<file path="src/rtl/ps2_mouse_pkg.sv">
// Shared types and PS/2 protocol constants for the mouse sequencer.
`timescale 1ns/1ps
package ps2_mouse_pkg;

   typedef enum logic [3:0] {
      ST_SEND_FF,
      ST_WAIT_ACK,
      ST_WAIT_BAT,
      ST_WAIT_ID,
      ST_SEND_F4,
      ST_WAIT_ACK2,
      ST_STREAM_B0,
      ST_STREAM_B1,
      ST_STREAM_B2,
      ST_APPLY,
      ST_ERROR
   } mouse_state_t;

   // First byte of a stream packet, MSB first.
   typedef struct packed {
      logic yovf;
      logic xovf;
      logic ysign;
      logic xsign;
      logic always1;
      logic mid;
      logic right;
      logic left;
   } mouse_status_t;

   localparam logic [7:0] CMD_RESET  = 8'hFF;
   localparam logic [7:0] CMD_ENABLE = 8'hF4;
   localparam logic [7:0] RSP_ACK    = 8'hFA;
   localparam logic [7:0] RSP_RESEND = 8'hFE;
   localparam logic [7:0] RSP_BAT_OK = 8'hAA;
   localparam logic [7:0] RSP_ID_STD = 8'h00;

endpackage

</file>
<file path="src/rtl/ps2_mouse_ctrl_cursor.sv">
// Cursor accumulator: applies one packet's signed deltas and clamps to the screen.
`timescale 1ns/1ps
module mouse_cursor_accum
   import ps2_mouse_pkg::*;
#(
   parameter int SCREEN_W = 640,
   parameter int SCREEN_H = 480
) (
   input  logic          clk,
   input  logic          rst,
   input  logic          i_apply,
   input  mouse_status_t i_status,
   input  logic [7:0]    i_dx,
   input  logic [7:0]    i_dy,
   output logic [9:0]    o_x,
   output logic [9:0]    o_y,
   output logic [2:0]    o_buttons,
   output logic          o_pkt_valid
);

   localparam logic signed [11:0] X_MAX = 12'(SCREEN_W - 1);
   localparam logic signed [11:0] Y_MAX = 12'(SCREEN_H - 1);

   function automatic logic [9:0] clamp_coord(input logic signed [11:0] v,
                                               input logic signed [11:0] vmax);
      if (v < 12'sd0)
         return 10'd0;
      if (v > vmax)
         return vmax[9:0];
      return v[9:0];
   endfunction

   logic [9:0]         r_x, r_y;
   logic [2:0]         r_buttons;
   logic               r_pkt_valid;
   logic signed [11:0] w_dx, w_dy, w_x_next, w_y_next;
   logic               w_take;

   // An overflowed axis carries a meaningless magnitude, so it contributes nothing.
   assign w_dx     = i_status.xovf ? 12'sd0 : {{4{i_status.xsign}}, i_dx};
   assign w_dy     = i_status.yovf ? 12'sd0 : {{4{i_status.ysign}}, i_dy};
   assign w_x_next = $signed({2'b00, r_x}) + w_dx;
   assign w_y_next = $signed({2'b00, r_y}) - w_dy;
   // The sync check guarantees always1; a status without it is never applied.
   assign w_take   = i_apply && i_status.always1;

   always_ff @(posedge clk) begin
      if (rst) begin
         r_x         <= 10'(SCREEN_W / 2);
         r_y         <= 10'(SCREEN_H / 2);
         r_buttons   <= 3'b000;
         r_pkt_valid <= 1'b0;
      end else begin
         r_pkt_valid <= w_take;
         if (w_take) begin
            r_x       <= clamp_coord(w_x_next, X_MAX);
            r_y       <= clamp_coord(w_y_next, Y_MAX);
            r_buttons <= {i_status.mid, i_status.right, i_status.left};
         end
      end
   end

   assign o_x         = r_x;
   assign o_y         = r_y;
   assign o_buttons   = r_buttons;
   assign o_pkt_valid = r_pkt_valid;

endmodule

</file>
<file path="src/rtl/ps2_mouse_ctrl.sv">
// PS/2 mouse sequencer: reset/enable init with timeouts and retry, then 3-byte packet decode.
`timescale 1ns/1ps
module ps2_mouse_ctrl
   import ps2_mouse_pkg::*;
#(
   parameter int SCREEN_W    = 640,
   parameter int SCREEN_H    = 480,
   parameter int TIMEOUT_CYC = 2_500_000,
   parameter int MAX_RETRY   = 3,
   parameter int SKIP_INIT   = 0
) (
   input  logic       clk,
   input  logic       rst,
   input  logic       i_rx_done_tick,
   input  logic [7:0] i_rx_data,
   input  logic       i_tx_idle,
   input  logic       i_tx_done_tick,
   output logic       o_wr_ps2,
   output logic [7:0] o_tx_data,
   output logic [9:0] o_mouse_x,
   output logic [9:0] o_mouse_y,
   output logic [2:0] o_buttons,
   output logic       o_pkt_valid,
   output logic       o_init_done,
   output logic       o_err
);

   localparam int                 CNT_W    = $clog2(TIMEOUT_CYC + 1);
   localparam logic [CNT_W-1:0]   CNT_LAST = CNT_W'(TIMEOUT_CYC - 1);
   localparam int                 RTY_W    = $clog2(MAX_RETRY + 1);
   localparam logic [RTY_W-1:0]   RTY_LAST = RTY_W'(MAX_RETRY - 1);
   localparam mouse_state_t       ST_RST   = (SKIP_INIT != 0) ? ST_STREAM_B0 : ST_SEND_FF;

   mouse_state_t     r_state;
   logic [CNT_W-1:0] r_cnt;
   logic [RTY_W-1:0] r_retry;
   logic             r_sent, r_wr, r_init_done, r_err;
   logic [7:0]       r_tx_data, r_dx, r_dy;
   mouse_status_t    r_status;

   logic             w_rx, w_timeout, w_is_wait;
   logic [7:0]       w_expect;
   mouse_state_t     w_ok_next, w_fail_tgt;

   // A byte arriving together with tx_done_tick is lost.
   assign w_rx      = i_rx_done_tick && !i_tx_done_tick;
   assign w_timeout = (r_cnt == CNT_LAST);

   always_comb begin
      w_is_wait = 1'b1;
      w_expect  = RSP_ACK;
      w_ok_next = ST_WAIT_BAT;
      case (r_state)
         ST_WAIT_ACK:  begin w_expect = RSP_ACK;    w_ok_next = ST_WAIT_BAT;  end
         ST_WAIT_BAT:  begin w_expect = RSP_BAT_OK; w_ok_next = ST_WAIT_ID;   end
         ST_WAIT_ID:   begin w_expect = RSP_ID_STD; w_ok_next = ST_SEND_F4;   end
         ST_WAIT_ACK2: begin w_expect = RSP_ACK;    w_ok_next = ST_STREAM_B0; end
         default:      w_is_wait = 1'b0;
      endcase
   end

   // A resend request after F4 repeats F4; every other failure restarts from FF.
   assign w_fail_tgt = (r_state == ST_WAIT_ACK2 && w_rx && i_rx_data == RSP_RESEND)
                       ? ST_SEND_F4 : ST_SEND_FF;

   always_ff @(posedge clk) begin
      if (rst) begin
         r_state     <= ST_RST;
         r_cnt       <= '0;
         r_retry     <= '0;
         r_sent      <= 1'b0;
         r_wr        <= 1'b0;
         r_tx_data   <= 8'h00;
         r_init_done <= (SKIP_INIT != 0);
         r_err       <= 1'b0;
      end else begin
         r_wr <= 1'b0;
         if (w_is_wait) begin
            if ((w_rx && i_rx_data != w_expect) || (!w_rx && w_timeout)) begin
               r_cnt <= '0;
               if (r_retry == RTY_LAST) begin
                  r_state     <= ST_ERROR;
                  r_err       <= 1'b1;
                  r_init_done <= 1'b0;
               end else begin
                  r_retry <= r_retry + RTY_W'(1);
                  r_state <= w_fail_tgt;
               end
            end else if (w_rx) begin
               r_cnt   <= '0;
               r_state <= w_ok_next;
               if (w_ok_next == ST_STREAM_B0)
                  r_init_done <= 1'b1;
            end else begin
               r_cnt <= r_cnt + CNT_W'(1);
            end
         end else begin
            case (r_state)
               ST_SEND_FF, ST_SEND_F4: begin
                  r_cnt <= '0;
                  if (!r_sent) begin
                     if (i_tx_idle) begin
                        r_wr      <= 1'b1;
                        r_sent    <= 1'b1;
                        r_tx_data <= (r_state == ST_SEND_FF) ? CMD_RESET : CMD_ENABLE;
                     end
                  end else if (i_tx_done_tick) begin
                     r_sent  <= 1'b0;
                     r_state <= (r_state == ST_SEND_FF) ? ST_WAIT_ACK : ST_WAIT_ACK2;
                  end
               end
               ST_STREAM_B0: begin
                  r_cnt <= '0;
                  if (w_rx && i_rx_data[3])
                     r_state <= ST_STREAM_B1;
               end
               ST_STREAM_B1, ST_STREAM_B2: begin
                  if (w_rx) begin
                     r_cnt   <= '0;
                     r_state <= (r_state == ST_STREAM_B1) ? ST_STREAM_B2 : ST_APPLY;
                  end else if (w_timeout) begin
                     r_cnt   <= '0;
                     r_state <= ST_STREAM_B0;
                  end else begin
                     r_cnt <= r_cnt + CNT_W'(1);
                  end
               end
               ST_APPLY: r_state <= ST_STREAM_B0;
               default:  r_state <= r_state;
            endcase
         end
      end
   end

   // Packet bytes; only meaningful once the matching stream state has accepted them.
   always_ff @(posedge clk) begin
      if (w_rx && r_state == ST_STREAM_B0) r_status <= mouse_status_t'(i_rx_data);
      if (w_rx && r_state == ST_STREAM_B1) r_dx     <= i_rx_data;
      if (w_rx && r_state == ST_STREAM_B2) r_dy     <= i_rx_data;
   end

   mouse_cursor_accum #(
      .SCREEN_W (SCREEN_W),
      .SCREEN_H (SCREEN_H)
   ) u_accum (
      .clk         (clk),
      .rst         (rst),
      .i_apply     (r_state == ST_APPLY),
      .i_status    (r_status),
      .i_dx        (r_dx),
      .i_dy        (r_dy),
      .o_x         (o_mouse_x),
      .o_y         (o_mouse_y),
      .o_buttons   (o_buttons),
      .o_pkt_valid (o_pkt_valid)
   );

   assign o_wr_ps2    = r_wr;
   assign o_tx_data   = r_tx_data;
   assign o_init_done = r_init_done;
   assign o_err       = r_err;

endmodule

</file>
<file path="config.mk">
export PLATFORM = sky130hd
export DESIGN_NAME = ps2_mouse_ctrl
export DESIGN_NICKNAME = d
export VERILOG_FILES = /design/src/rtl/ps2_mouse_pkg.sv /design/src/rtl/ps2_mouse_ctrl_cursor.sv /design/src/rtl/ps2_mouse_ctrl.sv
export SDC_FILE = /design/constraint.sdc
export NUM_CORES = 1
export LEC_CHECK = 0
export CORE_MARGIN = 2
export CORE_UTILIZATION = 53
export CTS_CLUSTER_SIZE = 16
export DETAILED_ROUTE_END_ITERATION = 12
export PLACE_DENSITY_LB_ADDON = 0.05
export SLEW_MARGIN = 20
export SYNTH_ARGS = -nofsm -noshare
export SYNTH_HDL_FRONTEND = slang
export SYNTH_HIERARCHICAL = 1
export SYNTH_SLANG_ARGS = --single-unit
</file>
<file path="constraint.sdc">
create_clock -name clk -period 6.3 [get_ports clk]
set_input_delay 0.63 -clock clk [delete_from_list [all_inputs] [get_ports clk]]
set_output_delay 0.63 -clock clk [all_outputs]
set_load 0.01 [all_outputs]
</file>
==> tab_implementation.tex <==
\begin{tabular}{lr}
\hline
Metric & Value \\
\hline
\multicolumn{2}{l}{\textbf{Status}} \\
Outcome & complete, no violations \\
\multicolumn{2}{l}{\textbf{Global route}} \\
Grt peak-use layer & met2 \\
Initial antenna violation count & 0 \\
Met3 Usage GRT & 3.69\% \\
Pin count of the biggest net entering global routing & 32 \\
Via count of the first global-routing pass & 4000 \\
Met2 usage & 39.4\% \\
Overall fraction of global-route tracks in use & 23.1\% \\
Total overflow reported by the global router & 0 \\
Global-route wire length before repair & 19.3 mm \\
GR Layer Usage met1 & 30.5\% \\
\multicolumn{2}{l}{\textbf{Finish}} \\
Post-route non-filler standard cell count & 716 \\
\# diodes & 0 \\
Fraction of final layout cells sized beyond drive strength 1 & 9.20\% \\
Layout area overhead & 14.3\% \\
Fill cell count & 809 \\
Finished Core Util & 62.5\% \\
Final standard cell area without fillers & 5800 um2 \\
Fin nets & 622 \\
\multicolumn{2}{l}{\textbf{Timing}} \\
Slew margin rel. & 49.1\% \\
Timing-limited maximum frequency & 294 MHz \\
Setup TNS after final layout & 0 ns \\
Worst setup margin & 2.90 ns \\
Number of failing hold endpoints at the final stage & 0 \\
Shortest clock period the worst path allows after layout & 3.40 ns \\
Worst Tran Pin Value & 0.763 ns \\
Final worst-path cycle share & 54.0\% \\
Setup repair after global routing missed its margin & false \\
Final-layout worst hold slack & 0.461 ns \\
Final Max Slew Viols & 0 \\
Final Setup Violations & 0 \\
Clock tree skew after final layout & 0.00692 ns \\
\multicolumn{2}{l}{\textbf{Critical path}} \\
Critical path buffer and inverter count & 1 \\
Required time worst endpoint & 6.54 ns \\
Worst path slowest cell & edfxtp\_1 \\
Launching point of the worst reg2reg path & r\_status[7]\$\_DFFE\_PP\_ \\
Startpoint class of the critical path & flop \\
Cell family with the largest share of critical-path delay & compound AO/OA/AOI/OAI gates \\
Critical path type & reg -> reg \\
Cell breakdown of the critical path & nor2b\_1 -> ha\_1 -> inv\_1 -> fa\_1 -> a21o\_1 -> a21oi\_1 -> o211ai\_1 -> a21oi\_1 -> mux2i\_1 -> nand2\_1 -> o221a\_2 \\
Critical Path Sink Type & flop \\
Largest fanout on the critical path & 9 \\
Most used cell, CP & a21oi\_1 \\
Crit path from & r\_status[7]\$\_DFFE\_PP\_ \\
Slowest cell delay on critical path & 0.50 ns \\
Data arrival time of the critical path & 3.64 ns \\
\multicolumn{2}{l}{\textbf{Synthesis}} \\
Share of the synthesized area in compound gates (AO/OA/AOI/OAI) & 19.0\% \\
Syn nets & 584 \\
Xor/xnor share of the synthesized area & 6.73\% \\
Top area cells in the synthesized netlist & dfxtp\_1 23\%, edfxtp\_1 14\%, ha\_1 6.2\% \\
Synthesized-area fraction occupied by adder cells & 6.95\% \\
Cell accounting for the most synthesized area & dfxtp\_1 \\
Post-synthesis mux area share & 1.68\% \\
Cell Area, Synth & 5070 um2 \\
Main combinational cell family by area after synthesis & simple AND/OR/NAND/NOR gates \\
Dominant cell by count in the synthesized netlist & dfxtp\_1 \\
List of most frequent post-synthesis cells & 58 x dfxtp\_1, 38 x nand2\_1, 36 x nor2\_1, 29 x a21oi\_1, 28 x nor3\_1 \\
Avg Synthesized Cell Area & 9.33 um2 \\
Number of storage elements in the synthesis netlist & 82 \\
Sequential element share of the synthesized area & 37.1\% \\
Number of distinct library cells after synthesis & 82 \\
Area fraction in and, or, nand and nor cells after synthesis & 24.3\% \\
Synthesized instance count & 544 \\
Post-synth EDFFs & 24 \\
Share of the synthesized area in the top cell type & 22.9\% \\
Number of synthesis warnings & 6 \\
Fraction of registers with async set or reset after synthesis & 0\% \\
Most used flip-flop cell after synthesis & dfxtp\_1 \\
\multicolumn{2}{l}{\textbf{CTS}} \\
\# H-tree levels & 3 \\
Clock sink count & 82 \\
Clock tree root buffer cell & clkbuf\_8 \\
Register clock-pin slew on the reported worst setup and hold paths & 0.09 ns \\
CTS buffer count & 9 \\
Max clock buf depth & 2 \\
Post-CTS Hold Fix Bufs & 0 \\
Number of setup buffers added after CTS & 0 \\
Cells resized by post-CTS repair & 0 \\
TritonCTS clock tree & built \\
Clock Latency Late Sink & 0.35 ns \\
\multicolumn{2}{l}{\textbf{Power}} \\
Cell Pwr Density & 208 nW/um2 \\
IR Drop Worst-Case VDD & 0.000241 V \\
Post-route total power & 1.20 mW \\
Cell leakage power & 2.04 nW \\
\multicolumn{2}{l}{\textbf{Routing}} \\
Vias per std cell & 5.83 \\
Final antenna-violating net count & 0 \\
First-pass iteration count of the detailed router & 4 \\
Drc violations & 0 \\
Final routed wirelength across all metal layers & 11.4 mm \\
DRC violation total after the first TritonRoute iteration & 135 \\
Wire per inst & 15.9 um \\
Vias & 4177 \\
\multicolumn{2}{l}{\textbf{Placement}} \\
Cell count after placement & 700 \\
Area after detailed placement & 5600 um2 \\
Count of buffers from port buffering & 47 \\
Placer's final routability congestion estimate & 0.882 \\
Hpwl dp & 8.49 mm \\
Worst-case setup slack after placement & 2.99 ns \\
\multicolumn{2}{l}{\textbf{Floorplanning}} \\
Number of placed I/O pins & 48 \\
Chip height & 102 um \\
Die X & 102 um \\
Site row count & 35 \\
Starting Density & 54.6\% \\
Area of the die & 10400 um2 \\
Core footprint & 9280 um2 \\
\multicolumn{2}{l}{\textbf{Run}} \\
Maxcap violations & 0 \\
\multicolumn{2}{l}{\textbf{Hold path}} \\
Worst Hold Class & reg -> reg \\
Hold path startpoint & o\_err\$\_SDFFE\_PP0P\_ \\
\hline
\end{tabular}
==> flip-flops by register name, indices dropped and copies added (netlist names), 2 cells and up <==
signal             flops
u_accum/o_x           10
u_accum/o_y           10
r_dx                   8
r_cnt                 22
u_accum/o_buttons      3
o_tx_data              2
r_dy                   8
r_retry                2
r_state                4
r_status               8
==> report_power, final <==
group | total (mW) | internal, mW | switching [mW]
Combinational | 0.239 | 0.111 | 0.128
Sequential | 0.606 | 0.560 | 0.0460
Clock | 0.359 | 0.167 | 0.192
Total | 1.20 | 0.838 | 0.366
==> layer usage <==
layer  vias up  routed length, um
met5         -                  0
met4         0                116
met3        11                498
met2       102               5640
met1      1972               5100
li1       2092                  -
==> final timing paths <==
path | end | slack (ns) | depth (start not counted)
max | u_accum/o_y[4]$_SDFFE_PP1P_ | 2.90 | 11
min reg2reg | o_err$_SDFFE_PP0P_ | 0.46 | 2
min | o_err$_SDFFE_PP0P_ | 0.46 | 2
max reg2reg | u_accum/o_y[4]$_SDFFE_PP1P_ | 2.90 | 11
==> cells in the final DEF (no fill, tap or decap), types with 11 or more instances in the layout <==
cell type and count:
dfxtp_1 58, clkdlybuf4s50_1 47, nand2_1 38, nor2_1 36, a21oi_1 29, nor3_1 26
ha_1 25, edfxtp_1 24, inv_1 22, xor2_1 22, nand3_1 17, xnor2_1 17
o21ai_0 17, nand2b_1 16, nor2b_1 13, clkbuf_8 11
==> tightest hold or removal path, delay by kind of cell, from the launching register on <==
kind                   cells  cell delay [ns]
AOI/OAI and AO/OA          1             0.05
DFF                        1             0.32
buffers and inverters      1             0.05
==> kinds of logic (layout without fill, tap and decap cells) <==
group / after synthesis / after routing
adder cells (fa/ha/maj): 27 / 27
AND/OR/NAND/NOR: 217 / 217
flip-flops: 82 / 82
AO/OA/AOI/OAI: 126 / 126
buffers and inverters: 45 / 88
XOR/XNOR: 39 / 39
multiplexers: 8 / 8
==> area by class of cell <==
type	instances	area, um2	area share (%)
clock inverters	5	35.0	0.604
clock buffers	11	151	2.61
repair buffers	50	493	8.50
multi-input cells	417	3000	51.6
well taps	129	161	2.78
inverters	22	82.6	1.42
flip-flops and latches	82	1880	32.4
(Power assumes the default switching activity.)
